===== config.mk =====
export PLATFORM = sky130hd
export DESIGN_NAME = writeback_arbiter
export DESIGN_NICKNAME = d
export VERILOG_FILES = /design/src/rtl/writeback_arbiter.sv
export SDC_FILE = /design/constraint.sdc
export NUM_CORES = 1
export LEC_CHECK = 0
export ABC_AREA = 1
export ABC_CLOCK_PERIOD_IN_PS = 14520
export CORE_MARGIN = 10
export CORE_UTILIZATION = 40
export CTS_CLUSTER_SIZE = 24
export DETAILED_ROUTE_END_ITERATION = 7
export PLACE_DENSITY = 0.72
export SYNTH_ARGS = -nofsm -noshare
export SYNTH_HDL_FRONTEND = slang
export SYNTH_SLANG_ARGS = --single-unit

===== constraint.sdc =====
create_clock -name clk -period 14.52 [get_ports clk]
set_clock_uncertainty 0.1 [all_clocks]
set_input_delay 2.904 -clock clk [delete_from_list [all_inputs] [get_ports clk]]
set_output_delay 2.904 -clock clk [all_outputs]
set_load 0.05 [all_outputs]

===== src/rtl/writeback_arbiter.sv =====
// Writeback arbiter: merges un-stallable ALU results with FIFO-buffered load returns
// onto the single register-file write port. Optional WB_PERF_EN adds perf counters.
module writeback_arbiter #(
    parameter int DEPTH        = 4,
    parameter int STARVE_LIMIT = 8
) (
    input  logic        clk,
    input  logic        reset_n,
    input  logic        AluValid,
    input  logic [4:0]  AluRd,
    input  logic [63:0] AluResult,
    input  logic        MemValid,
    input  logic [4:0]  MemRd,
    input  logic [63:0] MemData,
    output logic        MemReady,
    output logic        StallReq,
    output logic        RegWrite,
    output logic [4:0]  WriteRegister,
    output logic [63:0] WriteData
`ifdef WB_PERF_EN
    ,
    output logic [31:0] KillCount,
    output logic [31:0] DropCount,
    output logic [31:0] StallCycles
`endif
);
    localparam int AW = $clog2(DEPTH);
    localparam int CW = $clog2(STARVE_LIMIT + 1);
    localparam logic [4:0] XZR = 5'd31;

    logic [63:0]      fifo_data [DEPTH];
    logic [4:0]       fifo_rd   [DEPTH];
    logic [DEPTH-1:0] fifo_live;
    logic [AW:0]      wptr, rptr, occ;
    logic [CW-1:0]    starve_cnt;

    logic             alu_issue, nonempty, full, pop, head_live;
    logic             mem_accept, mem_drop, bypass, push;
    logic [DEPTH-1:0] occupied, kill_vec;

    assign occ        = wptr - rptr;
    assign full       = (occ == (AW+1)'(DEPTH));
    assign nonempty   = (occ != '0);
    assign MemReady   = !full;
    assign alu_issue  = AluValid && (AluRd != XZR);
    assign pop        = !alu_issue && nonempty;
    assign head_live  = fifo_live[rptr[AW-1:0]];
    assign mem_accept = MemValid && !full;
    // A same-cycle ALU write to the same Rd is younger, so the load is already stale.
    assign mem_drop   = mem_accept && ((MemRd == XZR) || (AluValid && (MemRd == AluRd)));
    assign bypass     = mem_accept && !mem_drop && !alu_issue && !nonempty;
    assign push       = mem_accept && !mem_drop && !bypass;

    always_comb begin
        occupied = '0;
        kill_vec = '0;
        for (int i = 0; i < DEPTH; i++) begin
            occupied[i] = ((AW+1)'(AW'(AW'(i) - rptr[AW-1:0])) < occ);
            kill_vec[i] = alu_issue && occupied[i] && fifo_live[i] && (fifo_rd[i] == AluRd);
        end
    end

    always_ff @(posedge clk) begin
        if (!reset_n) begin
            wptr <= '0;
            rptr <= '0;
        end else begin
            if (push) wptr <= wptr + 1'b1;
            if (pop)  rptr <= rptr + 1'b1;
        end
    end

    always_ff @(posedge clk) begin
        if (push) begin
            fifo_data[wptr[AW-1:0]] <= MemData;
            fifo_rd[wptr[AW-1:0]]   <= MemRd;
        end
    end

    // Kill first so a push into the same slot (never a killed Rd) wins.
    always_ff @(posedge clk) begin
        for (int i = 0; i < DEPTH; i++)
            if (kill_vec[i]) fifo_live[i] <= 1'b0;
        if (push) fifo_live[wptr[AW-1:0]] <= 1'b1;
    end

    // Output register stage
    always_ff @(posedge clk) begin
        if (!reset_n) begin
            RegWrite      <= 1'b0;
            WriteRegister <= '0;
            WriteData     <= '0;
        end else begin
            RegWrite <= 1'b0;
            if (alu_issue) begin
                RegWrite      <= 1'b1;
                WriteRegister <= AluRd;
                WriteData     <= AluResult;
            end else if (pop) begin
                if (head_live) begin
                    RegWrite      <= 1'b1;
                    WriteRegister <= fifo_rd[rptr[AW-1:0]];
                    WriteData     <= fifo_data[rptr[AW-1:0]];
                end
            end else if (bypass) begin
                RegWrite      <= 1'b1;
                WriteRegister <= MemRd;
                WriteData     <= MemData;
            end
        end
    end

    always_ff @(posedge clk) begin
        if (!reset_n) begin
            starve_cnt <= '0;
            StallReq   <= 1'b0;
        end else begin
            if (!nonempty || pop)
                starve_cnt <= '0;
            else if (starve_cnt != CW'(STARVE_LIMIT))
                starve_cnt <= starve_cnt + 1'b1;
            StallReq <= (occ >= (AW+1)'(DEPTH - 1)) || (starve_cnt >= CW'(STARVE_LIMIT));
        end
    end

`ifdef WB_PERF_EN
    function automatic logic [31:0] sat_add32(input logic [31:0] a, input logic [31:0] b);
        logic [32:0] s;
        s = {1'b0, a} + {1'b0, b};
        return s[32] ? 32'hFFFF_FFFF : s[31:0];
    endfunction

    logic [31:0] kill_num;

    always_comb begin
        kill_num = '0;
        for (int i = 0; i < DEPTH; i++)
            kill_num = kill_num + 32'(kill_vec[i]);
    end

    always_ff @(posedge clk) begin
        if (!reset_n) begin
            KillCount   <= '0;
            DropCount   <= '0;
            StallCycles <= '0;
        end else begin
            KillCount   <= sat_add32(KillCount, kill_num);
            DropCount   <= sat_add32(DropCount, 32'(mem_drop));
            StallCycles <= sat_add32(StallCycles, 32'(StallReq));
        end
    end
`endif

endmodule

==> qor.yml <==
p_sw_uw: 1840
relSlewSlack: 0.171
tns_ns: 0
crit_path_cell_trace: "clkdlybuf4s50_1 > nand2_1 > o21ai_4 > buf_4 > inv_2 > nor2_4 > nand2_1 > nand2_4 > buf_4 > nand2_1 > nand2_1 > nor2_1"
synth_seq_cells: 363
syn_area_per_cell_sq_um: 9.12
cp-start-kind: "input pin"
hold_viol: 0
clk_pin_slew_worst_paths_ns: 0.06
post_cts_resized: 0
core_region_area_sq_um: 39800
required_ns: 14.83
setup_slack_ns: 8.07
initial_utilization: 0.405
power.share.combinational: 0.432
cts_root_buffer: "clkbuf_16"
h-tree-depth: 2
grt_overflow_total: 0
path_class: "input pin to flop"
max_freq_mhz: 155
ys_seq_area_frac: 0.623
synth_edf_count: 276
setup_violations: 0
period_needed_ns: 6.45
grt_usage: 0.174
crit_top_cell: "nand2_1"
drc: 0
die_x_um: 221
ir_worst_vdd_mv: 0.152
num_vias: 12472
pwr-share-seq: 0.351
yosys-top-cells-area: "edfxtp_1 51%, dfxtp_1 11%, nor2_1 10%"
multiInputGateArea_sq_um: 5220
ys_top_cells_by_count: "429 x nor2_1, 397 x nand2_1, 276 x edfxtp_1, 157 x nand3_1, 150 x o21ai_0"
nNetsFinal: 2087
intPower_uw: 2500
syn_inst: 1767
worstMarginPinSlew_ns: 1.24
cts.sinks: 363
drv_cap: 0
slew_violations: 0
synthesis.nets: 1925
wirelength_um: 43400
dpl.hpwl_um: 26600
cts_tree: "yes"
synth_warnings: 0
rows: 73
n_fill_cell: 3680
p_sw_frac: 0.424
grt_pass1_vias: 12392
rsz0062_at_grt: "false"
seq_area_sq_um: 10000
end_kind: "flop"
drive_gt1_frac: 0.0449
yosys.area.top_type: "edfxtp_1"
area_delta_synth_final_pct: 22.7
critPathSlowestCell: "buf_4"
port_buffers: 213
synth.cell_area_sq_um: 16100
power_frac_clock: 0.217
io_pins: 214
max_stage_delay_ns: 0.78
async_flop_share: 0
drtIter0Drc: 1087
synth_cell_types: 30
whs_ns: 0.372
die-area_sq_um: 48700
gp_congestion: 0.899
viasPerCell: 5.02
ant_nets: 0
antenna_found_initial: 1
dp_slack_ns: 7.61
grt_pass1_wl_um: 67900
ctsLongestPathBuffers: 3
yosysMostFrequentCell: "nor2_1"
clk_latency_ns: 0.51
powerDensity_nw_per_um2: 220
cts-buffers-inserted: 38
die_h_um: 221
firstDrtPassIters: 5
synth_flop_cell: "edfxtp_1"
synth_top_area_share: 0.514
post_cts.repair.setup_buffers: 0
outcome: "complete, no violations"
worstPathArrival_ns: 6.76
path_max_fanout: 75
min_period_over_period: 0.445
routedWlPerCell_um: 17.5
hold_class: "flop to flop"
grt_max_degree: 114
p_leak_uw: 0.00762
cts_hold_buf: 0
-- state kept, by name (all words and copies together), names as in the netlist, named ones only --
name and count:
rptr 3, RegWrite 1, WriteRegister 5, fifo_live 4, fifo_data 256, wptr 3
WriteData 64, fifo_rd 20, StallReq 1, starve_cnt 4
-- worst paths after layout --
kind	startpoint	to	slack [ns]	cells after the start
setup / recovery	AluRd[0]	WriteData[51]$_SDFFE_PN0P_	8.07	12
hold / removal	fifo_live[3]$_DFF_P_	fifo_live[3]$_DFF_P_	0.37	2
setup reg to reg	wptr[0]$_SDFFE_PN0P_	WriteData[51]$_SDFFE_PN0P_	9.62	13
hold reg to reg	fifo_live[3]$_DFF_P_	fifo_live[3]$_DFF_P_	0.37	2
-- cell usage in the layout, fill, tap and decap left out, types with 3 or more instances in the layout --
| cell type | count |
|---|---|
| nor2_4 | 4 |
| clkinv_2 | 12 |
| buf_4 | 13 |
| clkdlybuf4s50_1 | 212 |
| clkbuf_1 | 5 |
| a21oi_1 | 10 |
| nor2_1 | 426 |
| ha_1 | 15 |
| xor2_1 | 9 |
| inv_1 | 103 |
| nor3_1 | 4 |
| nand2_1 | 397 |
| dfxtp_1 | 85 |
| edfxtp_1 | 276 |
| clkbuf_8 | 3 |
| clkbuf_16 | 39 |
| nand3_1 | 157 |
| o21ai_0 | 150 |
| clkinv_1 | 3 |
| xnor2_1 | 12 |
-- cell type report --
type | instances | area share
Timing Repair Buffer | 225 | 0.112
Clock inverter | 22 | 0.00968
Antenna cell | 1 | 0.000127
Inverter | 107 | 0.0205
Multi-Input combinational cell | 1194 | 0.264
Clock buffer | 47 | 0.0524
Sequential cell | 363 | 0.508
Tap cell | 525 | 0.0332
-- per-stage QoR --
step | total power [uW] | instances | cell area [sq um] | util
after floorplan | 2890 | 1767 | 16100 | -
after global placement | 3370 | 2414 | 18500 | 0.466
after detailed placement | 3420 | 2414 | 18500 | 0.466
after CTS | 4380 | 2483 | 19800 | 0.496
after global routing | 4650 | 2483 | 19800 | 0.496
final | 4340 | 2484 | 19800 | 0.496
-- per-layer routing --
metal  GRT usage  vias to the layer above  wire length [um]
li1            -                     6090                 -
met1       0.215                     5956             17500
met2       0.304                      368             21800
met3      0.0371                       58              3360
met4      0.0401                        0               739
met5           0                        -                 0
-- power groups by stage --
stage	clock network (uW)	logic, uW	registers (uW)
3_5_place_dp	0	1880	1540
5_1_grt	1010	2100	1550
2_1_floorplan	0	1130	1760
3_3_place_gp	0	1840	1540
6_report	944	1870	1520
4_1_cts	961	1890	1520
-- cell families (layout without fill, tap and decap cells) --
logic type / count (synthesis) / in the layout / share of synthesized area
compound gates: 164 / 164 / 0.0514
xor+xnor: 21 / 21 / 0.0114
fa+ha+maj: 16 / 16 / 0.0129
simple gates: 993 / 993 / 0.245
buf+inv: 210 / 401 / 0.0563
flops: 363 / 363 / 0.623
other cells: 0 / 1 / 0
-- worst max-delay path: cells and delay by family --
family / cells / cell delay, ns
and+or+nand+nor: 7 / 1.26
buffers and inverters: 4 / 2.36
AOI/OAI and AO/OA: 1 / 0.15
(Power assumes the default switching activity.)
